<file path="src/rtl/i2c_pkg.sv">
// Shared FSM encoding and I2C engine command codes for the register-access arbiter.
package i2c_pkg;

  localparam int unsigned ADDR_W = 16;
  localparam int unsigned DATA_W = 8;

  typedef enum logic [1:0] {
    ST_IDLE  = 2'd0,
    ST_ISSUE = 2'd1,
    ST_WAIT  = 2'd2,
    ST_RESP  = 2'd3
  } state_e;

  localparam logic [7:0] CMD_WRREG  = 8'h04;
  localparam logic [7:0] CMD_RDREG  = 8'h05;
  localparam logic [7:0] CMD_STATUS = 8'h06;

  // Engine command selected by a latched direction bit (1 = read).
  function automatic logic [7:0] cmd_code(input logic rw);
    return rw ? CMD_RDREG : CMD_WRREG;
  endfunction

endpackage

</file>
<file path="src/rtl/rr_grant.sv">
// Combinational round-robin picker: first set request at or after ptr, wrapping.
module rr_grant #(
  parameter int unsigned NREQ = 2,
  parameter int unsigned PW   = $clog2(NREQ)
) (
  input  logic [NREQ-1:0] req,
  input  logic [PW-1:0]   ptr,
  output logic [NREQ-1:0] grant
);

  int   idx;
  logic found;

  always_comb begin
    grant = '0;
    found = 1'b0;
    idx   = 0;
    for (int i = 0; i < int'(NREQ); i++) begin
      idx = (int'(ptr) + i) % int'(NREQ);
      if (!found && req[PW'(idx)]) begin
        grant[PW'(idx)] = 1'b1;
        found           = 1'b1;
      end
    end
  end

endmodule

</file>
<file path="src/rtl/i2c_arbiter.sv">
// Round-robin arbiter sharing one single-byte I2C register engine among NREQ requesters,
// with one transaction in flight and a saturating WAIT timeout.
module i2c_arbiter
  import i2c_pkg::*;
#(
  parameter int unsigned NREQ        = 2,
  parameter int unsigned TIMEOUT_CYC = 1000000
) (
  input  logic                     clk,
  input  logic                     rst_n,
  input  logic [NREQ-1:0]          req_valid,
  input  logic [NREQ-1:0]          req_rw,
  input  logic [ADDR_W*NREQ-1:0]   req_addr,
  input  logic [DATA_W*NREQ-1:0]   req_wdata,
  output logic [NREQ-1:0]          req_ready,
  output logic [NREQ-1:0]          rsp_valid,
  output logic [DATA_W-1:0]        rsp_rdata,
  output logic                     rsp_nack,
  output logic                     rsp_timeout,
  output logic                     eng_wrreg_req,
  output logic                     eng_rdreg_req,
  output logic [ADDR_W-1:0]        eng_addr,
  output logic [DATA_W-1:0]        eng_wrdata,
  input  logic [DATA_W-1:0]        eng_rddata,
  input  logic                     eng_rw_done,
  input  logic                     eng_ack,
  output logic                     busy
);

  localparam int unsigned PW = $clog2(NREQ);
  localparam int unsigned CW = (TIMEOUT_CYC > 1) ? $clog2(TIMEOUT_CYC) : 1;
  localparam logic [CW-1:0] CNT_LAST = CW'(TIMEOUT_CYC - 1);

  state_e              state_q, state_d;
  logic [PW-1:0]       rr_ptr_q, rr_ptr_d;
  logic [PW-1:0]       owner_q, owner_d;
  logic                rw_q, rw_d;
  logic [CW-1:0]       cnt_q, cnt_d;
  logic [NREQ-1:0]     grant;
  logic [PW-1:0]       win_idx;
  logic [NREQ-1:0]     req_ready_d, rsp_valid_d;
  logic [DATA_W-1:0]   rsp_rdata_d, eng_wrdata_d;
  logic                rsp_nack_d, rsp_timeout_d;
  logic                eng_wrreg_d, eng_rdreg_d, busy_d;
  logic [ADDR_W-1:0]   eng_addr_d;
  logic [ADDR_W-1:0]   addr_arr [NREQ];
  logic [DATA_W-1:0]   data_arr [NREQ];

  for (genvar g = 0; g < NREQ; g++) begin : g_unpack
    assign addr_arr[g] = req_addr[g*ADDR_W +: ADDR_W];
    assign data_arr[g] = req_wdata[g*DATA_W +: DATA_W];
  end

  rr_grant #(.NREQ(NREQ), .PW(PW)) u_rr_grant (
    .req   (req_valid),
    .ptr   (rr_ptr_q),
    .grant (grant)
  );

  always_comb begin
    win_idx = '0;
    for (int i = 0; i < int'(NREQ); i++) begin
      if (grant[i]) win_idx = PW'(i);
    end
  end

  always_ff @(posedge clk) begin
    if (!rst_n) begin
      state_q       <= ST_IDLE;
      rr_ptr_q      <= '0;
      owner_q       <= '0;
      rw_q          <= 1'b0;
      cnt_q         <= '0;
      req_ready     <= '0;
      rsp_valid     <= '0;
      rsp_rdata     <= '0;
      rsp_nack      <= 1'b0;
      rsp_timeout   <= 1'b0;
      eng_wrreg_req <= 1'b0;
      eng_rdreg_req <= 1'b0;
      eng_addr      <= '0;
      eng_wrdata    <= '0;
      busy          <= 1'b0;
    end else begin
      state_q       <= state_d;
      rr_ptr_q      <= rr_ptr_d;
      owner_q       <= owner_d;
      rw_q          <= rw_d;
      cnt_q         <= cnt_d;
      req_ready     <= req_ready_d;
      rsp_valid     <= rsp_valid_d;
      rsp_rdata     <= rsp_rdata_d;
      rsp_nack      <= rsp_nack_d;
      rsp_timeout   <= rsp_timeout_d;
      eng_wrreg_req <= eng_wrreg_d;
      eng_rdreg_req <= eng_rdreg_d;
      eng_addr      <= eng_addr_d;
      eng_wrdata    <= eng_wrdata_d;
      busy          <= busy_d;
    end
  end

  // Next state and next registered outputs; pulses default low, payloads hold.
  always_comb begin
    state_d       = state_q;
    rr_ptr_d      = rr_ptr_q;
    owner_d       = owner_q;
    rw_d          = rw_q;
    cnt_d         = cnt_q;
    req_ready_d   = '0;
    rsp_valid_d   = '0;
    rsp_rdata_d   = rsp_rdata;
    rsp_nack_d    = rsp_nack;
    rsp_timeout_d = rsp_timeout;
    eng_wrreg_d   = 1'b0;
    eng_rdreg_d   = 1'b0;
    eng_addr_d    = eng_addr;
    eng_wrdata_d  = eng_wrdata;

    case (state_q)
      ST_IDLE: begin
        if (|req_valid) begin
          owner_d      = win_idx;
          rw_d         = req_rw[win_idx];
          eng_addr_d   = addr_arr[win_idx];
          eng_wrdata_d = data_arr[win_idx];
          req_ready_d  = grant;
          state_d      = ST_ISSUE;
        end
      end
      ST_ISSUE: begin
        eng_rdreg_d = (cmd_code(rw_q) == CMD_RDREG);
        eng_wrreg_d = (cmd_code(rw_q) == CMD_WRREG);
        cnt_d       = '0;
        state_d     = ST_WAIT;
      end
      ST_WAIT: begin
        // Completion wins over a timeout landing on the same edge.
        if (eng_rw_done) begin
          rsp_rdata_d   = eng_rddata;
          rsp_nack_d    = eng_ack;
          rsp_timeout_d = 1'b0;
          state_d       = ST_RESP;
        end else if (cnt_q == CNT_LAST) begin
          rsp_rdata_d   = '0;
          rsp_nack_d    = 1'b0;
          rsp_timeout_d = 1'b1;
          state_d       = ST_RESP;
        end else if (cnt_q != '1) begin
          cnt_d = cnt_q + CW'(1);
        end
      end
      ST_RESP: begin
        rsp_valid_d[owner_q] = 1'b1;
        rr_ptr_d = (owner_q == PW'(NREQ - 1)) ? '0 : owner_q + PW'(1);
        state_d  = ST_IDLE;
      end
      default: state_d = ST_IDLE;
    endcase

    busy_d = (state_d != ST_IDLE);
  end

endmodule

</file>
<file path="config.mk">
export PLATFORM = sky130hd
export DESIGN_NAME = i2c_arbiter
export DESIGN_NICKNAME = d
export VERILOG_FILES = /design/src/rtl/i2c_pkg.sv /design/src/rtl/rr_grant.sv /design/src/rtl/i2c_arbiter.sv
export SDC_FILE = /design/constraint.sdc
export NUM_CORES = 1
export LEC_CHECK = 0
export BUFFER_PORTS_ARGS = -buffer_cell sky130_fd_sc_hd__buf_2
export CAP_MARGIN = 20
export CORE_MARGIN = 5
export CORE_UTILIZATION = 51
export CTS_BUF_LIST = sky130_fd_sc_hd__clkbuf_2 sky130_fd_sc_hd__clkbuf_4 sky130_fd_sc_hd__clkbuf_8
export DETAILED_ROUTE_END_ITERATION = 12
export PLACE_DENSITY = 0.89
export SLEW_MARGIN = 40
export SYNTH_ARGS = -nofsm -noshare
export SYNTH_HDL_FRONTEND = slang
export SYNTH_SLANG_ARGS = --single-unit
export TNS_END_PERCENT = 10
</file>
<file path="constraint.sdc">
create_clock -name clk -period 2.45 [get_ports clk]
set_input_delay 0.3675 -clock clk [delete_from_list [all_inputs] [get_ports clk]]
set_output_delay 0.3675 -clock clk [all_outputs]
set_load 0.05 [all_outputs]
</file>
==> flow_summary.toml, run 1 <==
[synthesis]
yosys_most_used_dff = "sky130_fd_sc_hd__dfxtp_1"
synth_top_area_share_pct = 44.42
netlist_area_um2 = 2839
synthesis.yosys.warnings = 0
seq_area_frac_synth_pct = 44.42
postSynthCellCount = 343
postSynthRegisterBits = 63
number_of_different_library_cells_in_the_post_synthesis_netlist = 48
ranking_of_synthesized_cells_by_area = "sky130_fd_sc_hd__dfxtp_1 44%, sky130_fd_sc_hd__nand2_1 11%, sky130_fd_sc_hd__a21oi_1 8.3%"
synth_area_leader_cell = "sky130_fd_sc_hd__dfxtp_1"
syn-mean-instance-area_um2 = 8.277
synth_enable_flop_cells = 0
synth_async_sr_flop_share_pct = 0

[layout]
nFillCells = 472
final_common_cell = "sky130_fd_sc_hd__nand2_1"
fin_nets = 493
antenna_cells = 0
final_layout_size_suffix_gt1_share_pct = 29.14
final-instance-count-excl-fill = 501
layout.cells.most_common_list = "81 x sky130_fd_sc_hd__nand2_1, 77 x sky130_fd_sc_hd__buf_2, 63 x sky130_fd_sc_hd__dfxtp_1"
area_growth_syn_to_layout_pct = 21.86
finalInstanceArea_um2 = 3460

[power_and_ir_drop]
power.static_leakage_nw = 1.419
pwr_density_cell_nw_per_um2 = 1014
vdd_drop_max_uv = 818.3

[cts]
clockBufferDepth = 2
worst_skew_pair.late_latency_ps = 340
tritoncts_num_sinks = 63
postCtsResizedCells = 0
tritoncts.num_buffers = 9
cts_tree = "done"
ctsHoldBuffers = 0
h-tree-depth = 3
worst_setup_hold_path_clk_slew_ps = 70
clock_tree.root_cell = "sky130_fd_sc_hd__clkbuf_8"
post-cts-setup-buffer-count = 0

[timing]
rsz0062_at_grt = "false"
setup_viol = 0
worst_slew_margin_rel_pct = 59.98
final_min_period_over_clock_period_pct = 93.96
worstMarginPinSlew_ps = 594.8
period_minus_slack_ps = 2302
achievable-frequency_mhz = 434.4
timing.final.hold_violations = 0
setup_total_negative_slack_ps = 0
finalMaxSlewViolations = 0
timing.clock.skew_ps = 5.620

[critical_path]
worst_endpoint_data_arrival_time_ps = 2530
critical_path_endpoint_category = "flop"
worst_r2r_endpoint = "cnt_q[15]"
setup.reg_to_reg.worst_slack_ps = 150
path_class = "reg -> reg"
worst_ep_required_time_ps = 2680
crit_path_start_kind = "flop"
timing.critical_path.fanout_max = 16
reg2reg_from = "cnt_q[0]"
ff2ff_path_depth = 6

[global_route]
grt_pass1_wl_mm = 12.84
grt.total_usage_pct = 22.01
grt_pass1_vias = 2819
grt-ovfl-total = 0
grt_max_degree = 22
number_of_antenna_violations_at_the_first_check_in_global_routing = 0

[die]
dieHeight_um = 84.61
placement_rows = 27
die_width_um = 84.61
io-pin-count = 105
start_util_pct = 51.87
fp.dieArea_um2 = 7159
coreArea_um2 = 5473

[route]
drtIter0Drc = 187
via_count = 2835
drt-pass1-iter-count = 4
route.detailed.vias_per_inst = 5.659
totalWireLength_mm = 7.649
antenna_violating_nets_left = 0
post-route-drc-count = 0
wl_per_cell_um = 15.27

[min_path]
min_path_type = "in -> reg"
worst_hold_path.num_cells = 3
hp-start = "req_addr[13]"
worstHoldEndpoint = "eng_addr[13]"

[place]
placed_cell_area_um2 = 3291
globalplace.congestion = 0.9293
io_buffers = 77
place_hpwl_mm = 5.336
post-place-cells = 485

[outcome]
status = "finished clean"

[job]
timing.max_cap.violations = 0
-- cells by family after synthesis --
kind of cell	Yosys count	synth area share, %
simple gates	160	27.72
compound gates	85	19.92
flops	63	44.42
buf+inv	29	5.596
fa+ha+maj	5	2.204
other cells	1	0.1321
-- cell type report --
cell class / instances / area, um^2 / share of cell area (%)
multi-input cells: 252 / 1423 / 41.12
inverters: 7 / 26.28 / 0.7595
flip-flops and latches: 63 / 1261 / 36.46
clock buffers: 12 / 146.4 / 4.231
repair buffers: 91 / 490.5 / 14.18
clock inverters: 4 / 22.52 / 0.6510
well taps: 72 / 90.09 / 2.604
-- report_power, final --
part | internal, mW | total [mW] | leakage (nW) | switching [mW]
Sequential | 1.18 | 1.26 | 0.514 | 0.0767
Combinational | 0.393 | 1.47 | 0.815 | 1.08
Clock | 0.396 | 0.781 | 0.0904 | 0.386
-- through the flow --
step | util [%] | hold WS, ps | worst slack, ps | power, mW
6_report | 63.21 | 259.0 | 148.0 | 3.507
5_1_grt | 63.21 | 249.4 | 58.40 | 3.705
3_5_place_dp | 60.13 | 422.0 | 197.6 | 2.730
4_1_cts | 63.21 | 247.6 | 183.9 | 3.513
2_1_floorplan | - | 403.2 | 299.7 | 2.354
3_3_place_gp | 60.13 | 415.1 | 223.9 | 2.678
-- layer usage --
| metal | GRT usage (%) | share of wire (%) |
|---|---|---|
| met1 | 24.88 | 39 |
| met2 | 37.86 | 50 |
| met3 | 7.655 | 8.6 |
| met4 | 8.777 | 2.5 |
| met5 | 0 | 0 |
-- how the worst max path moves through the flow --
stage / startpoint / to / slack [ps] / depth (start not counted)
floorplan: state_q[0] / cnt_q[15] / 300 / 9
global placement: cnt_q[0] / cnt_q[10] / 220 / 6
detailed placement: cnt_q[0] / cnt_q[10] / 200 / 6
CTS: cnt_q[0] / cnt_q[15] / 180 / 6
global route: cnt_q[0] / cnt_q[15] / 60 / 6
finish: cnt_q[0] / cnt_q[15] / 150 / 6
-- critical path, stage by stage (launching register included) --
cell,delay [ps]
sky130_fd_sc_hd__dfxtp_1,390
sky130_fd_sc_hd__ha_1,230
sky130_fd_sc_hd__nand3_1,160
sky130_fd_sc_hd__or4_4,610
sky130_fd_sc_hd__o21ai_4,400
sky130_fd_sc_hd__nor4_1,110
sky130_fd_sc_hd__o221a_2,280
-- cell usage after synthesis (2+ instances only) --
| cell | number |
|---|---|
| sky130_fd_sc_hd__o31ai_1 | 5 |
| sky130_fd_sc_hd__nand2_1 | 81 |
| sky130_fd_sc_hd__nand3_1 | 20 |
| sky130_fd_sc_hd__dfxtp_1 | 63 |
| sky130_fd_sc_hd__o221a_2 | 2 |
| sky130_fd_sc_hd__a21oi_1 | 47 |
| sky130_fd_sc_hd__buf_4 | 3 |
| sky130_fd_sc_hd__or3_2 | 2 |
| sky130_fd_sc_hd__o221a_1 | 10 |
| sky130_fd_sc_hd__clkbuf_1 | 9 |
| sky130_fd_sc_hd__nor4_1 | 5 |
| sky130_fd_sc_hd__nor2_1 | 9 |
| sky130_fd_sc_hd__nor3_1 | 7 |
| sky130_fd_sc_hd__buf_1 | 4 |
| sky130_fd_sc_hd__ha_1 | 5 |
| sky130_fd_sc_hd__nand4_1 | 6 |
| sky130_fd_sc_hd__or2_2 | 2 |
| sky130_fd_sc_hd__a31oi_1 | 4 |
| sky130_fd_sc_hd__and2_1 | 3 |
| sky130_fd_sc_hd__o21a_1 | 2 |
| sky130_fd_sc_hd__nor3b_1 | 2 |
| sky130_fd_sc_hd__buf_6 | 5 |
| sky130_fd_sc_hd__o21ai_0 | 8 |
| sky130_fd_sc_hd__or4_2 | 3 |
| sky130_fd_sc_hd__or4_1 | 4 |
| sky130_fd_sc_hd__and3_1 | 5 |
| sky130_fd_sc_hd__inv_1 | 6 |
-- state kept, by name, summed over array words and instances (netlist names) --
name / flops
eng_rdreg_req: 1
rsp_rdata: 8
req_ready: 1
eng_wrdata: 8
rsp_nack: 1
rsp_timeout: 1
eng_addr: 16
rw_q: 1
state_q: 2
rr_ptr_q: 1
busy: 1
eng_wrreg_req: 1
cnt_q: 20
rsp_valid: 1
Power figures use the tool's default switching activity.
==> inputs of run 2 (changes only) <==
CORE_UTILIZATION = 28   (was 51)
PLACE_DENSITY = 0.57   (was 0.89)
==> run 2 against run 1 <==
  * Worst setup slack got worse by 25 ps
  * Global-route usage fell by 9.3 points
  * Clock skew rose by 3.7 ps
  * Hold slack got worse by 3.1 ps
  * Cell count rose by 13%
  * Register-to-register slack got worse by 30 ps
  * Combinational power barely moved
  * Critical path type unchanged
==> flow_summary.toml, run 2 (synthesis results as in run 1) <==
[outcome]
status = "finished clean"

[timing]
period_minus_slack_ps = 2327
rsz0062_at_grt = "false"
setup_viol = 0
timing.final.ws_setup_ps = 122.6
worstMarginPinSlew_ps = 663.8
timing.final.hold_violations = 0
setup_total_negative_slack_ps = 0
timing.clock.skew_ps = 9.353
final_min_period_over_clock_period_pct = 95.00
worst_slew_margin_rel_pct = 55.34
finalMaxSlewViolations = 0
achievable-frequency_mhz = 429.7

[layout]
area_growth_syn_to_layout_pct = 27.90
fin_nets = 497
layout.cells.most_common_list = "81 x sky130_fd_sc_hd__nand2_1, 77 x sky130_fd_sc_hd__buf_2, 63 x sky130_fd_sc_hd__dfxtp_1"
registers.top_by_ff_count = "cnt_q"
final_common_cell = "sky130_fd_sc_hd__nand2_1"
biggestRegsByFlops = "cnt_q: 20 flops, eng_addr: 16 flops"
final_layout_size_suffix_gt1_share_pct = 30.02
largest_register_ff_count = 20
antenna_cells = 0
post-route-util_pct = 36.98
final-instance-count-excl-fill = 566
nFillCells = 1085

[place]
place_hpwl_mm = 5.604
placement.setup.worst_slack_ps = 140.1
globalplace.congestion = 0.8140
io_buffers = 77
post-place-cells = 548

[global_route]
number_of_antenna_violations_at_the_first_check_in_global_routing = 0
grt_max_degree = 41
grt.total_usage_pct = 12.75
grt_pass1_wl_mm = 12.98
grt_pass1_vias = 2653
grt-ovfl-total = 0

[power_and_ir_drop]
power.static_leakage_nw = 1.461
vdd_drop_max_uv = 444.9
pwr_density_cell_nw_per_um2 = 1013
totalPowerFinal_mw = 3.677

[die]
coreArea_um2 = 9819
die_width_um = 110.7
io-pin-count = 105
fp.dieArea_um2 = 12250
placement_rows = 36
start_util_pct = 28.91
dieHeight_um = 110.7

[cts]
worst_skew_pair.late_latency_ps = 340
clockBufferDepth = 2
ctsHoldBuffers = 0
tritoncts.num_buffers = 9
cts_tree = "done"
h-tree-depth = 3
worst_setup_hold_path_clk_slew_ps = 80
tritoncts_num_sinks = 63
clock_tree.root_cell = "sky130_fd_sc_hd__clkbuf_8"

[route]
drt-pass1-iter-count = 4
route.detailed.vias_per_inst = 4.859
post-route-drc-count = 0
antenna_violating_nets_left = 0
via_count = 2750
drtIter0Drc = 113
wl_per_cell_um = 13.80
totalWireLength_mm = 7.810

[critical_path]
max_stage_delay_ps = 620
worst_endpoint_data_arrival_time_ps = 2610
crit_path_cells = "ha_1 -> nand3_1 -> or4_4 -> o21ai_2 -> or2_2 -> o221a_1"
crit_path_start_kind = "flop"
worst_ep_required_time_ps = 2730
timing.critical_path.fanout_max = 11
crit_family = "simple AND/OR/NAND/NOR gates"
path_class = "reg -> reg"
crit_path_top_delay_cell = "sky130_fd_sc_hd__or4_4"
critPathBufInv = 0
critical_path_endpoint_category = "flop"

[min_path]
min_path_type = "in -> reg"

[job]
timing.max_cap.violations = 0
[run 2: power breakdown]
| part | switching [mW] | internal (mW) | total, mW |
|---|---|---|---|
| Clock | 0.422 | 0.502 | 0.924 |
| Combinational | 1.09 | 0.416 | 1.50 |
| Sequential | 0.0722 | 1.18 | 1.25 |
| Total | 1.58 | 2.10 | 3.68 |
[run 2: worst paths after layout]
kind / slack [ps] / endpoint / cells past startpoint / startpoint
worst min register to register: 430 / eng_wrreg_req / 1 / rw_q
worst max-delay path: 120 / cnt_q[8] / 6 / cnt_q[0]
worst min-delay path: 260 / eng_addr[7] / 3 / req_addr[7]
worst max register to register: 120 / cnt_q[8] / 6 / cnt_q[0]
[run 2: layer usage]
metal  up-vias  global-route usage, %  share of wire [%]
met5         -                      0                  0
met4         0                  4.762                1.6
met3        11                  4.694                5.6
met2        59                  20.71                 46
met1      1288                  15.39                 46
li1       1392                      -                  -
[run 2: repair_timing]
item,4_1_cts,5_1_grt
setup endpoints to repair,0,1
setup buffers,0,2
hold endpoints to repair,0,0
resized for setup,0,0
[run 2: tightest hold or removal path: cells and delay by family]
kind	cells	cell delay, ps
buffers and inverters	1	100
AO/OA/AOI/OAI	1	50
AND/OR/NAND/NOR	1	40
[run 2: layout make-up]
cell class                 count  area, um^2  share of cell area (%)
clock buffer                  10       137.6                   3.790
clock inverter                 6       67.56                   1.861
inverter                       7       26.28                  0.7236
multi-input combinational    252        1426                   39.28
sequential                    63        1261                   34.73
tap                          133       166.4                   4.583
timing repair buffer          95       545.5                   15.02
[run 2: through the flow]
step,instance area [um^2],hold WS [ps]
final,3631,255.9
after global routing,3631,237.7
after CTS,3603,234.8
after detailed placement,3398,423.3
after global placement,3398,421.1
after floorplan,2843,403.2
==> inputs of run 3 (changes only) <==
CELL_PAD_IN_SITES_DETAIL_PLACEMENT = 0   (was unset)
CELL_PAD_IN_SITES_GLOBAL_PLACEMENT = 1   (was unset)
CORE_UTILIZATION = 36   (was 28)
PLACE_DENSITY = 0.88   (was 0.57)
SLEW_MARGIN = 20   (was 40)
==> run 3 against run 2 <==
  * Clock skew shrank 4.4 ps
  * Hold slack gained 1.7 ps
  * Utilization grew 9.5 points
  * Cell count shrank 6.0%
  * Sequential power is essentially flat
  * Design area shrank 1.6%
  * Largest cell class unchanged
  * Largest power group unchanged
  * Highest routed layer unchanged
==> flow_summary.toml, run 3 (synthesis results as in run 1) <==
[layout]
post-route-util_pct = 46.50
final_common_cell = "sky130_fd_sc_hd__nand2_1"
registers.top_by_ff_count = "cnt_q"
nFillCells = 776
final_layout_size_suffix_gt1_share_pct = 29.77
antenna_cells = 0
layout.cells.most_common_list = "81 x sky130_fd_sc_hd__nand2_1, 77 x sky130_fd_sc_hd__buf_2, 63 x sky130_fd_sc_hd__dfxtp_1"
area_growth_syn_to_layout_pct = 25.91
biggestRegsByFlops = "cnt_q: 20 flops, eng_addr: 16 flops"
largest_register_ff_count = 20
fin_nets = 494

[timing]
worstMarginPinSlew_ps = 745.7
achievable-frequency_mhz = 431.9
timing.clock.skew_ps = 4.935
timing.final.hold_violations = 0
hold_ws_ps = 257.6
period_minus_slack_ps = 2315
final_min_period_over_clock_period_pct = 94.50
finalMaxSlewViolations = 0
worst_slew_margin_rel_pct = 49.83
rsz0062_at_grt = "true"
timing.final.ws_setup_ps = 134.7
setup_viol = 0

[route]
wl_per_cell_um = 14.12
drtIter0Drc = 166
post-route-drc-count = 0
antenna_violating_nets_left = 0
via_count = 2788
drt-pass1-iter-count = 5
totalWireLength_mm = 7.511
route.detailed.vias_per_inst = 5.241

[cts]
worst_skew_pair.late_latency_ps = 340
worst_setup_hold_path_clk_slew_ps = 70
tritoncts.num_buffers = 9
clock_tree.root_cell = "sky130_fd_sc_hd__clkbuf_8"
h-tree-depth = 3
ctsHoldBuffers = 0
cts_tree = "done"
tritoncts_num_sinks = 63
clockBufferDepth = 2

[outcome]
status = "finished clean"

[critical_path]
timing.critical_path.fanout_max = 16
path_class = "reg -> reg"
crit_path_start_kind = "flop"
ff2ff_path_depth = 6
worst_endpoint_data_arrival_time_ps = 2550
critical_path_endpoint_category = "flop"
worst_ep_required_time_ps = 2690

[global_route]
grt_max_degree = 27
grt.total_usage_pct = 15.65
grt_pass1_vias = 2746
grt_pass1_wl_mm = 12.61
grt-ovfl-total = 0
number_of_antenna_violations_at_the_first_check_in_global_routing = 0

[min_path]
worst_hold_path.num_cells = 3
min_path_type = "in -> reg"

[die]
coreArea_um2 = 7687
io-pin-count = 105
placement_rows = 32
start_util_pct = 36.93
die_width_um = 98.81
fp.dieArea_um2 = 9762
dieHeight_um = 98.81

[power_and_ir_drop]
power.static_leakage_nw = 1.448
pwr_density_cell_nw_per_um2 = 1042
vdd_drop_max_uv = 648.0

[place]
place_hpwl_mm = 5.228
placement.setup.worst_slack_ps = 200.0
globalplace.congestion = 0.8573
io_buffers = 77

[job]
timing.max_cap.violations = 0
run 3: changes by cell type in the layout (fill, tap and decap cells not counted):
cell                         before  now
sky130_fd_sc_hd__inv_6            2    0
sky130_fd_sc_hd__nor4_2           0    1
sky130_fd_sc_hd__clkinv_4         0    1
sky130_fd_sc_hd__buf_12           2    0
sky130_fd_sc_hd__or2_2            2    1
sky130_fd_sc_hd__clkbuf_4         0    1
sky130_fd_sc_hd__buf_4           16   15
sky130_fd_sc_hd__clkinvlp_4       2    1
sky130_fd_sc_hd__bufinv_16        1    2
sky130_fd_sc_hd__nor4_1           5    4
sky130_fd_sc_hd__or2_4            1    2
run 3: worst paths after layout:
path                              startpoint       endpoint  slack [ps]
worst max-delay path                cnt_q[0]      cnt_q[10]         130
worst min register to register          rw_q  eng_wrreg_req         430
worst min-delay path            req_addr[11]   eng_addr[11]         260
worst max register to register      cnt_q[0]      cnt_q[10]         130
run 3: power by group:
group	total, mW	switching (mW)	internal, mW
Clock	1.02	0.406	0.612
Sequential	1.25	0.0723	1.18
Combinational	1.46	1.06	0.392
run 3: routing by layer:
metal / global-route usage (%) / vias up / part of all wire (%)
met5: 0 / - / 0
met3: 7.643 / 4 / 11
met1: 18.64 / 1280 / 42
met4: 4.517 / 0 / 0.52
met2: 25.00 / 116 / 46
li1: - / 1388 / -
run 3: timing repair:
action | in CTS | in global routing
resized for setup | 0 | 2
setup buffers | 0 | 0
setup endpoints to repair | 0 | 1
run 3: final cells by class:
type	instances	area (um^2)	area share, %
Multi-Input combinational cell	252	1435	40.15
Sequential cell	63	1261	35.28
Timing Repair Buffer	92	498.0	13.93
Clock buffer	11	145.1	4.060
Tap cell	102	127.6	3.570
Clock inverter	5	81.33	2.275
Inverter	7	26.28	0.7350
run 3: worst max-delay path, stage by stage, from the launching register on:
cell	delay, ps
sky130_fd_sc_hd__dfxtp_1	390
sky130_fd_sc_hd__ha_1	220
sky130_fd_sc_hd__nand3_1	180
sky130_fd_sc_hd__or4_4	620
sky130_fd_sc_hd__o21ai_4	410
sky130_fd_sc_hd__nor4_1	120
sky130_fd_sc_hd__o221a_2	280
run 3: metrics by stage:
| stage | instance area, um^2 | cells | TNS, ps | power (mW) |
|---|---|---|---|---|
| after floorplan | 2843 | 344 | 0 | 2.354 |
| after global placement | 3339 | 516 | 0 | 2.704 |
| after detailed placement | 3339 | 516 | 0 | 2.726 |
| after CTS | 3566 | 532 | 0 | 3.751 |
| after global routing | 3575 | 532 | -2.737 | 3.947 |
| final | 3575 | 532 | 0 | 3.725 |
